[src/rtl/pygmy_lru8_state_pkg.sv]
// Shared tree-PLRU helpers for 8-way sets.
// lru8_t layout: [6] root (1 = ways 0-3), [4] ways 0-3 node (1 = 0-1),
// [5] ways 4-7 node (1 = 4-5), [3:0] leaves (lru[k]=1 -> way 2k else 2k+1).
package pygmy_func;

  typedef logic [6:0] lru8_t;

  typedef enum logic {
    ST_INIT,
    ST_RUN
  } lru_state_t;

  // Retrain the tree so every node on the path to w points away from w.
  function automatic lru8_t lru8_touch(input lru8_t lru, input logic [2:0] w);
    lru8_t r;
    r = lru;
    r[6] = w[2];
    if (!w[2]) r[4] = w[1];
    else       r[5] = w[1];
    r[w[2:1]] = w[0];
    return r;
  endfunction

  // Returns {none, way_id}. An invalid enabled way wins outright; otherwise
  // walk the tree, steering away from any subtree with no enabled way.
  function automatic logic [3:0] lru8_victim(input lru8_t lru,
                                             input logic [7:0] valid,
                                             input logic [7:0] enable);
    logic [7:0] free;
    logic       found;
    logic       upper;
    logic       pair_hi;
    logic       odd;
    logic [3:0] sub;
    logic [1:0] pe;
    logic [2:0] way;
    logic       none;
    free  = ~valid & enable;
    found = 1'b0;
    way   = '0;
    none  = 1'b0;
    upper = 1'b0;
    pair_hi = 1'b0;
    odd   = 1'b0;
    sub   = '0;
    pe    = '0;
    if (enable == '0) begin
      none = 1'b1;
    end else if (free != '0) begin
      for (int unsigned i = 0; i < 8; i++) begin
        if (free[i] && !found) begin
          way   = i[2:0];
          found = 1'b1;
        end
      end
    end else begin
      upper = ~lru[6];
      if (upper && enable[7:4] == '0)       upper = 1'b0;
      else if (!upper && enable[3:0] == '0) upper = 1'b1;
      sub     = upper ? enable[7:4] : enable[3:0];
      pair_hi = upper ? ~lru[5] : ~lru[4];
      if (pair_hi && sub[3:2] == '0)       pair_hi = 1'b0;
      else if (!pair_hi && sub[1:0] == '0) pair_hi = 1'b1;
      pe  = pair_hi ? sub[3:2] : sub[1:0];
      odd = ~lru[{upper, pair_hi}];
      if (odd && !pe[1])       odd = 1'b0;
      else if (!odd && !pe[0]) odd = 1'b1;
      way = {upper, pair_hi, odd};
    end
    return {none, way};
  endfunction

endpackage

[src/rtl/pygmy_lru8_state_victim.sv]
// Combinational victim selector for one 8-way PLRU set.
// Ports: lru (tree state), way_valid/way_enable (per-way masks),
//        way_id (chosen victim), none (no enabled way; way_id=0).
module pygmy_lru8_victim
  import pygmy_func::*;
(
  input  lru8_t      lru,
  input  logic [7:0] way_valid,
  input  logic [7:0] way_enable,
  output logic [2:0] way_id,
  output logic       none
);

  always_comb begin
    {none, way_id} = lru8_victim(lru, way_valid, way_enable);
  end

endmodule

[src/rtl/pygmy_lru8_state.sv]
// Per-set tree-PLRU state store for an 8-way cache.
// Ports: clk/rst (async active-high); init_done after the reset sweep;
//        cfg_way_enable replacement mask; touch_* retrain a set's tree;
//        req_*/rsp_* victim query with 1-cycle latency and ready/valid on both sides.
module pygmy_lru8_state
  import pygmy_func::*;
#(
  parameter int    NUM_SETS  = 64,
  parameter int    SET_IDX_W = $clog2(NUM_SETS),
  parameter lru8_t LRU_RST   = 7'h00
) (
  input  logic                 clk,
  input  logic                 rst,
  output logic                 init_done,
  input  logic [7:0]           cfg_way_enable,
  input  logic                 touch_valid,
  input  logic [SET_IDX_W-1:0] touch_set_idx,
  input  logic [2:0]           touch_way_id,
  input  logic                 req_valid,
  output logic                 req_ready,
  input  logic [SET_IDX_W-1:0] req_set_idx,
  input  logic [7:0]           req_way_valid,
  output logic                 rsp_valid,
  input  logic                 rsp_ready,
  output logic [2:0]           rsp_way_id,
  output logic                 rsp_none
);

  localparam logic [SET_IDX_W-1:0] LAST_IDX = SET_IDX_W'(NUM_SETS - 1);

  lru_state_t           state_q, state_d;
  logic [SET_IDX_W-1:0] cnt_q;
  lru8_t                lru_mem [NUM_SETS];

  logic                 wr_en;
  logic [SET_IDX_W-1:0] wr_idx;
  lru8_t                wr_data;
  lru8_t                touch_lru;
  lru8_t                query_lru;
  logic                 touch_fire;
  logic                 accept;
  logic [2:0]           vic_way;
  logic                 vic_none;

  assign init_done  = (state_q == ST_RUN);
  assign req_ready  = init_done & (~rsp_valid | rsp_ready);
  assign accept     = req_valid & req_ready;
  assign touch_fire = touch_valid & init_done;

  // A same-cycle touch to the queried set is forwarded so the query sees
  // the post-touch tree.
  always_comb begin
    touch_lru = lru8_touch(lru_mem[touch_set_idx], touch_way_id);
    query_lru = lru_mem[req_set_idx];
    if (touch_fire && touch_set_idx == req_set_idx) query_lru = touch_lru;
  end

  always_comb begin
    state_d = state_q;
    wr_en   = 1'b0;
    wr_idx  = cnt_q;
    wr_data = LRU_RST;
    case (state_q)
      ST_INIT: begin
        wr_en = 1'b1;
        if (cnt_q == LAST_IDX) state_d = ST_RUN;
      end
      ST_RUN: begin
        if (touch_valid) begin
          wr_en   = 1'b1;
          wr_idx  = touch_set_idx;
          wr_data = touch_lru;
        end
      end
      default: state_d = ST_INIT;
    endcase
  end

  always_ff @(posedge clk or posedge rst) begin
    if (rst) begin
      state_q    <= ST_INIT;
      cnt_q      <= '0;
      rsp_valid  <= 1'b0;
      rsp_way_id <= '0;
      rsp_none   <= 1'b0;
    end else begin
      state_q <= state_d;
      if (state_q == ST_INIT) cnt_q <= cnt_q + 1'b1;
      if (accept) begin
        rsp_valid  <= 1'b1;
        rsp_way_id <= vic_way;
        rsp_none   <= vic_none;
      end else if (rsp_ready) begin
        rsp_valid  <= 1'b0;
      end
    end
  end

  // Storage has no reset: the init sweep establishes every entry.
  always_ff @(posedge clk) begin
    if (wr_en) lru_mem[wr_idx] <= wr_data;
  end

  pygmy_lru8_victim u_victim (
    .lru        (query_lru),
    .way_valid  (req_way_valid),
    .way_enable (cfg_way_enable),
    .way_id     (vic_way),
    .none       (vic_none)
  );

  touch_in_init: assert property (@(posedge clk) disable iff (rst)
    (state_q == ST_INIT) |-> !touch_valid);

endmodule
[config.mk]
export PLATFORM = sky130hd
export DESIGN_NAME = pygmy_lru8_state
export DESIGN_NICKNAME = d
export VERILOG_FILES = /design/src/rtl/pygmy_lru8_state_pkg.sv /design/src/rtl/pygmy_lru8_state_victim.sv /design/src/rtl/pygmy_lru8_state.sv
export SDC_FILE = /design/constraint.sdc
export NUM_CORES = 1
export LEC_CHECK = 0
export CELL_PAD_IN_SITES_DETAIL_PLACEMENT = 0
export CELL_PAD_IN_SITES_GLOBAL_PLACEMENT = 1
export CORE_ASPECT_RATIO = 0.6
export CORE_UTILIZATION = 30
export CTS_CLUSTER_SIZE = 8
export DETAILED_ROUTE_END_ITERATION = 7
export GPL_TIMING_DRIVEN = 0
export PLACE_DENSITY_LB_ADDON = 0.1
export SYNTH_ARGS = -nofsm -noshare
export SYNTH_HDL_FRONTEND = slang
export SYNTH_SLANG_ARGS = --single-unit
export TNS_END_PERCENT = 100
[constraint.sdc]
create_clock -name clk -period 7.25 [get_ports clk]
set_input_delay 1.45 -clock clk [delete_from_list [all_inputs] [get_ports clk]]
set_output_delay 1.45 -clock clk [all_outputs]
set_load 0.01 [all_outputs]
======== After elaboration in Yosys (flattened, before gate mapping) ========
Memory sizes are Yosys's and may differ from the RTL's.
Cells that the tools add are included.
word-level totals
  memories ................................ 1
  RAM bits ................................ 448
  word-level logic and storage cells ...... 120
  flip-flop bits (word level) ............. 12
  output and inout bits ................... 7
memories
  name     words  width  rd ports  clocked after Yosys merged registers in  write ports  RTL line                source
  lru_mem  64     7      2         0                                        1            pygmy_lru8_state.sv:33  lru8_t lru_mem [NUM_SETS];
operators by class
  add/subtract/negate cells ............... 1
  mux-type cells .......................... 64
  reduce and logical (&&, ||, !) cells .... 32
  eq/ne operators ......................... 2
  bitwise logic cells ..................... 12
  order comparisons ....................... 3
operator list
  operator               count
  $mux W1                45
  $mux W7                3
  $mux W3                6
  $logic_and A1 B1 Y1    15
  $mux W6                2
  $logic_not A1 Y1       10
  $and A8 B8 Y8          1
  $logic_not A4 Y1       2
  $logic_not A8 Y1       1
  $lt A2 B4 Y1 const B   2
  $not A8 Y8             1
  $reduce_bool A8 Y1     1
  $bwmux W7              1
  $add A6 B1 Y6 const B  1
  $eq A6 B6 Y1           1
  $eq A6 B6 Y1 const B   1
  $mux W2                3
  $not A1 Y1             6
  $logic_not A2 Y1       2
  $mux W4                1
  $and A1 B1 Y1          3
  $bmux W1 S2            1
  $demux W1 S2           1
  $ge A2 B1 Y1 const B   1
  3 further kinds        3

======== Logic depth before layout (Yosys ltp) ========
  depth after elaboration ................. 40
  gate-level depth with buffers ........... 14
  gate-level depth less buffers ........... 9

======== Cells and area by module ========
From an unflattened synthesis, not the netlist that was laid out.
unflattened totals
  cell total of the unflattened synthesis .. 1,298
  area, all modules ....................... 22,123.7 µm²
by module, submodules not included
  module             area an instance (µm²)  instances  cells each
  pygmy_lru8_state   21,687.0                1          1,232
  pygmy_lru8_victim  436.7                   1          66

======== Least setup slack after synthesis ========
OpenSTA, ideal clock, no wires.
  path type ............................... input to register
  from .................................... input port touch_set_idx[0]
  to ...................................... memory lru_mem[0][3] in the netlist's numbering (data pin)
  data arrival time ....................... 6.222 ns
  buffers on the path ..................... 3
  path slack .............................. 0.165 ns
  cell stages on the path ................. 8
  setup time .............................. 0.864 ns
  path through ............................ buf_4 -> buf_6 -> and2_0 -> buf_2 -> a221oi_1 -> a31oi_1 -> o211a_1 -> nor4_1
on the way
  longest elaborated chain between the ends .. 4
ends and longest elaborated chain
  element         RTL line                    source
  from (decl)     pygmy_lru8_state.sv:17      input logic [SET_IDX_W-1:0] touch_set_idx,
  $mem_v2 Z64 W7  -
  $bwmux W7       pygmy_lru8_state_pkg.sv:20  r[w[2:1]] = w[0];
  $mux W7         pygmy_lru8_state.sv:69      if (touch_valid) begin
  $mux W7         pygmy_lru8_state.sv:63      case (state_q)
  via wr_data[3]  pygmy_lru8_state.sv:37      lru8_t wr_data;
  to (decl)       pygmy_lru8_state.sv:33
The timed path passes the listed nets, and every way through them passes these cells.

======== Final worst setup path ========
  from .................................... input port req_set_idx[1]
  to ...................................... register rsp_way_id[0]
on the way
  longest elaborated chain between the ends .. 22
ends and longest elaborated chain
  element                                                                   RTL line                                                source
  from (decl)                                                               pygmy_lru8_state.sv:21                                  input logic [SET_IDX_W-1:0] req_set_idx,
  parallel branches: the longest is 2 deep, another holds $mem_v2 Z64 W7    -
  $mux W7 *                                                                 pygmy_lru8_state.sv:55                                  if (touch_fire && touch_set_idx == req_set_idx) query_lru = touch_lru;
  $logic_and A1 B1 Y1 / $not A1 Y1 (equally long branches)                  pygmy_lru8_state_pkg.sv:59, pygmy_lru8_state_pkg.sv:57
  $mux W1 / $logic_and A1 B1 Y1 (equally long branches)                     pygmy_lru8_state_pkg.sv:59, pygmy_lru8_state_pkg.sv:58
  $mux W1                                                                   pygmy_lru8_state_pkg.sv:58                              if (upper && enable[7:4] == '0) upper = 1'b0;
  $mux W1                                                                   pygmy_lru8_state_pkg.sv:49                              end else if (free != '0) begin
  $mux W1                                                                   pygmy_lru8_state_pkg.sv:47                              if (enable == '0) begin
  $mux W4 / $mux W1 (equally long branches)                                 pygmy_lru8_state_pkg.sv:60, pygmy_lru8_state_pkg.sv:61
  (+5 left out)                                                             -
  $mux W1                                                                   pygmy_lru8_state_pkg.sv:47
  $bmux W1 S2 / $mux W2 (equally long branches)                             pygmy_lru8_state_pkg.sv:65, pygmy_lru8_state_pkg.sv:64
  $mux W1 (implied by the code) / $logic_not A1 Y1 (equally long branches)  pygmy_lru8_state_pkg.sv:65, pygmy_lru8_state_pkg.sv:67
  $logic_and A1 B1 Y1 / $not A1 Y1 (equally long branches)                  pygmy_lru8_state_pkg.sv:67, pygmy_lru8_state_pkg.sv:65
  $mux W1 / $logic_and A1 B1 Y1 (equally long branches)                     pygmy_lru8_state_pkg.sv:67, pygmy_lru8_state_pkg.sv:66
  $mux W1 *                                                                 pygmy_lru8_state_pkg.sv:66                              if (odd && !pe[1]) odd = 1'b0;
  $mux W3 *                                                                 pygmy_lru8_state_pkg.sv:49
  $mux W3 *                                                                 pygmy_lru8_state_pkg.sv:47
  to (signal assigned)                                                      pygmy_lru8_state.sv:91                                  rsp_way_id <= vic_way;
  to (decl)                                                                 pygmy_lru8_state.sv:25                                  output logic [2:0] rsp_way_id,
Mark *: on every way between the ends. The select of a mux whose other input is x is not followed.
A chain may end at the register's enable or synchronous reset.

==> flow_metrics.py <==
metrics = {
    "logic_synthesis": {
        "synthCells": 1352,
        "avgSynthCellArea_um2": 16.56,
        "yosysSeqAreaShare_pct": 61.41,
        "synthFlopType": "edfxtp_1",
        "synth_cell_types": 75,
        "ys_ff_latch": 460,
        "syn_nets": 1389,
        "synth_area_mm2": 0.02240,
        "yosys_warnings": 0,
        "synth-edff-count": 448,
        "async_flop_share_pct": 2.609,
    },
    "die": {
        "fp.dieH_um": 213.6,
        "die_w_um": 354.7,
        "dieArea_mm2": 0.07578,
        "io_pins": 43,
        "row_count": 77,
        "start_util_pct": 30.39,
        "fp.coreArea_mm2": 0.07370,
    },
    "drt": {
        "wl_per_cell_um": 41.52,
        "met1_length_mm": 47.64,
        "antenna_left": 0,
        "drtIter0Drc": 2617,
        "dr.max_layer_used": "met5",
        "vias": 15070,
        "dr.pass1.iters": 5,
        "dr_wl_met2_mm": 40.05,
        "wirelength_mm": 102.7,
        "drc": 0,
        "avgViaCountPerCell": 6.093,
        "met3_length_mm": 12.69,
    },
    "clock_tree": {
        "cts_tree": "built",
        "clock_latency_ps": 620,
        "cts_max_path_buffers": 3,
        "post-cts-setup-buffers": 0,
        "path_clk_slew_ps": 50,
        "cts_num_sinks": 460,
        "hold_buffers": 0,
        "htreeDepth": 3,
        "clock-root-buffer": "clkbuf_16",
        "numCtsBuffers": 67,
        "cts_resized": 0,
    },
    "flow_run": {
        "cap_violations": 2,
    },
    "worst_setup_path": {
        "required_ps": 7770,
        "endpoint_kind": "flop",
        "worstPathArrival_ps": 6920,
        "cp_max_fo": 11,
        "crit_type": "primary input to flop",
        "crit_path_start_kind": "primary input",
    },
    "timing": {
        "timing.fmax_ghz": 0.1562,
        "fin_skew_ps": 30.34,
        "drv_slew": 11,
        "fin_crit_ps": 6401,
        "tightestPinTransition_ps": 1517,
        "slew-limit-headroom_pct": -1.127,
        "rsz0062_at_grt": "no",
        "setup_viol": 0,
        "finalWorstSetupSlack_ps": 849.1,
        "hold_viol": 0,
        "hold_slack_ps": 488.8,
        "min_period_over_period_pct": 88.29,
    },
    "pwr": {
        "power_density_mw_per_mm2": 238.2,
        "ir_drop_mv": 0.1576,
        "power_leakage_nw": 7.137,
        "power_mw": 6.216,
    },
    "placement": {
        "dp_worst_setup_slack_ps": 362.5,
        "finalWeightedCongestion": 0.9961,
        "place.port_buffers": 35,
        "place.detailed.hpwl_mm": 74.71,
    },
    "cells_and_area": {
        "final_cell_mix": "edfxtp_1 (448), mux4_2 (171), nor2_1 (97)",
        "drive_gt1_share_pct": 23.55,
        "fill_cells": 7006,
        "finish.utilization_pct": 35.42,
        "syn2layout_area_growth_pct": 16.55,
        "nets": 1508,
        "final_common_cell": "edfxtp_1",
    },
    "global_route": {
        "track_usage_pct": 27.35,
        "grt_pass1_vias": 14490,
        "grt_max_degree": 50,
        "antenna_found_initial": 14,
        "grt_pass1_wl_mm": 135.8,
        "grt-ovfl-total": 0,
    },
    "outcome": {
        "status": "finished, violations left",
        "violations": "capacitance limit, slew limit",
    },
    "hold_path": {
        "hp-class": "flop to flop",
    },
}
critical path, cell delays in order:
cell and delay, ps:
clkdlybuf4s50_1 540, buf_2 540, buf_2 570, buf_2 570, buf_1 1090, mux4_2 530
mux2i_1 360, o21ai_0 230, o21bai_1 260, a31o_2 200, a32oi_1 110, mux2_2 280
a31oi_1 150
where the power goes:
group | total, mW | internal, mW | switching [mW] | leakage [nW]
logic | 0.428 | 0.128 | 0.300 | 2.97
clock network | 2.91 | 1.74 | 1.17 | 0.900
registers | 2.88 | 2.88 | 0 | 3.27
layout make-up:
cell class / instances / area [um2] / area share, %
Tap cell: 987 / 1235 / 4.731
Clock inverter: 2 / 12.51 / 0.04793
Inverter: 13 / 48.80 / 0.1869
Sequential cell: 460 / 13750 / 52.69
Antenna cell: 1 / 2.502 / 0.009587
Clock buffer: 82 / 1828 / 7.003
Multi-Input combinational cell: 792 / 8127 / 31.13
Buffer: 87 / 538.0 / 2.061
Timing Repair Buffer: 50 / 558.0 / 2.138
metal layers:
metal / track usage [%] / vias up
li1: - / 5797
met1: 41.93 / 8156
met2: 36.25 / 984
met3: 9.430 / 134
met4: 6.599 / 2
met5: 0 / -
state kept, by name, summed over array words and instances (netlist names):
name and cells:
cnt_q 6, rsp_valid 1, init_done 1, rsp_none 1, rsp_way_id 3, lru_mem 448
cell families (layout without fill, tap and decap cells):
group	count (synthesis)	in the layout	share of synthesized area, %
and+or+nand+nor	319	319	6.760
AOI/OAI and AO/OA	180	180	5.822
xor gates and xnor gates	11	11	0.4302
muxes	281	281	22.90
other	0	1	0
DFF	460	460	61.41
buffers and inverters	100	234	2.620
adders and majority gates	1	1	0.05586
path summary, 6_finish.rpt:
check	cells past startpoint	slack, ps	endpoint	startpoint
worst max-delay path	13	850	rsp_way_id[0]$_DFFE_PP0P_	req_set_idx[1]
worst min-delay path	2	490	rsp_valid$_DFFE_PP0P_	rsp_valid$_DFFE_PP0P_
worst max register to register	9	3200	rsp_way_id[0]$_DFFE_PP0P_	lru_mem[30][5]$_DFFE_PP_
worst min register to register	2	490	rsp_valid$_DFFE_PP0P_	rsp_valid$_DFFE_PP0P_
max in group asynchronous	2	5690	rsp_valid$_DFFE_PP0P_	rst
min in group asynchronous	2	1190	cnt_q[4]$_DFFE_PP0N_	rst
per-stage QoR:
step	cell area [um2]	cells	setup TNS (ps)
after floorplan	22400	1352	0
after global placement	23980	2374	-1158770
after detailed placement	24260	2389	0
after CTS	26100	2473	0
after global routing	26100	2473	0
final	26100	2474	0
cells in the mapped netlist (12+ instances only):
cell type    n  area share, %
nor2_1     101            1.7
nand2b_1    15           0.42
clkbuf_1    28           0.47
nand3_1     29           0.65
mux2i_1     83            3.7
a22oi_1     33            1.1
buf_6       14           0.70
mux4_2     171             17
a21oi_1     24           0.54
buf_2       27           0.60
o22ai_1     12           0.34
edfxtp_1   448             60
nor2b_1     29           0.81
dfrtp_1     12            1.3
mux2_2      16           0.80
o21ai_0     24           0.54
nand2_1     90            1.5
Power figures use the tool's default switching activity.
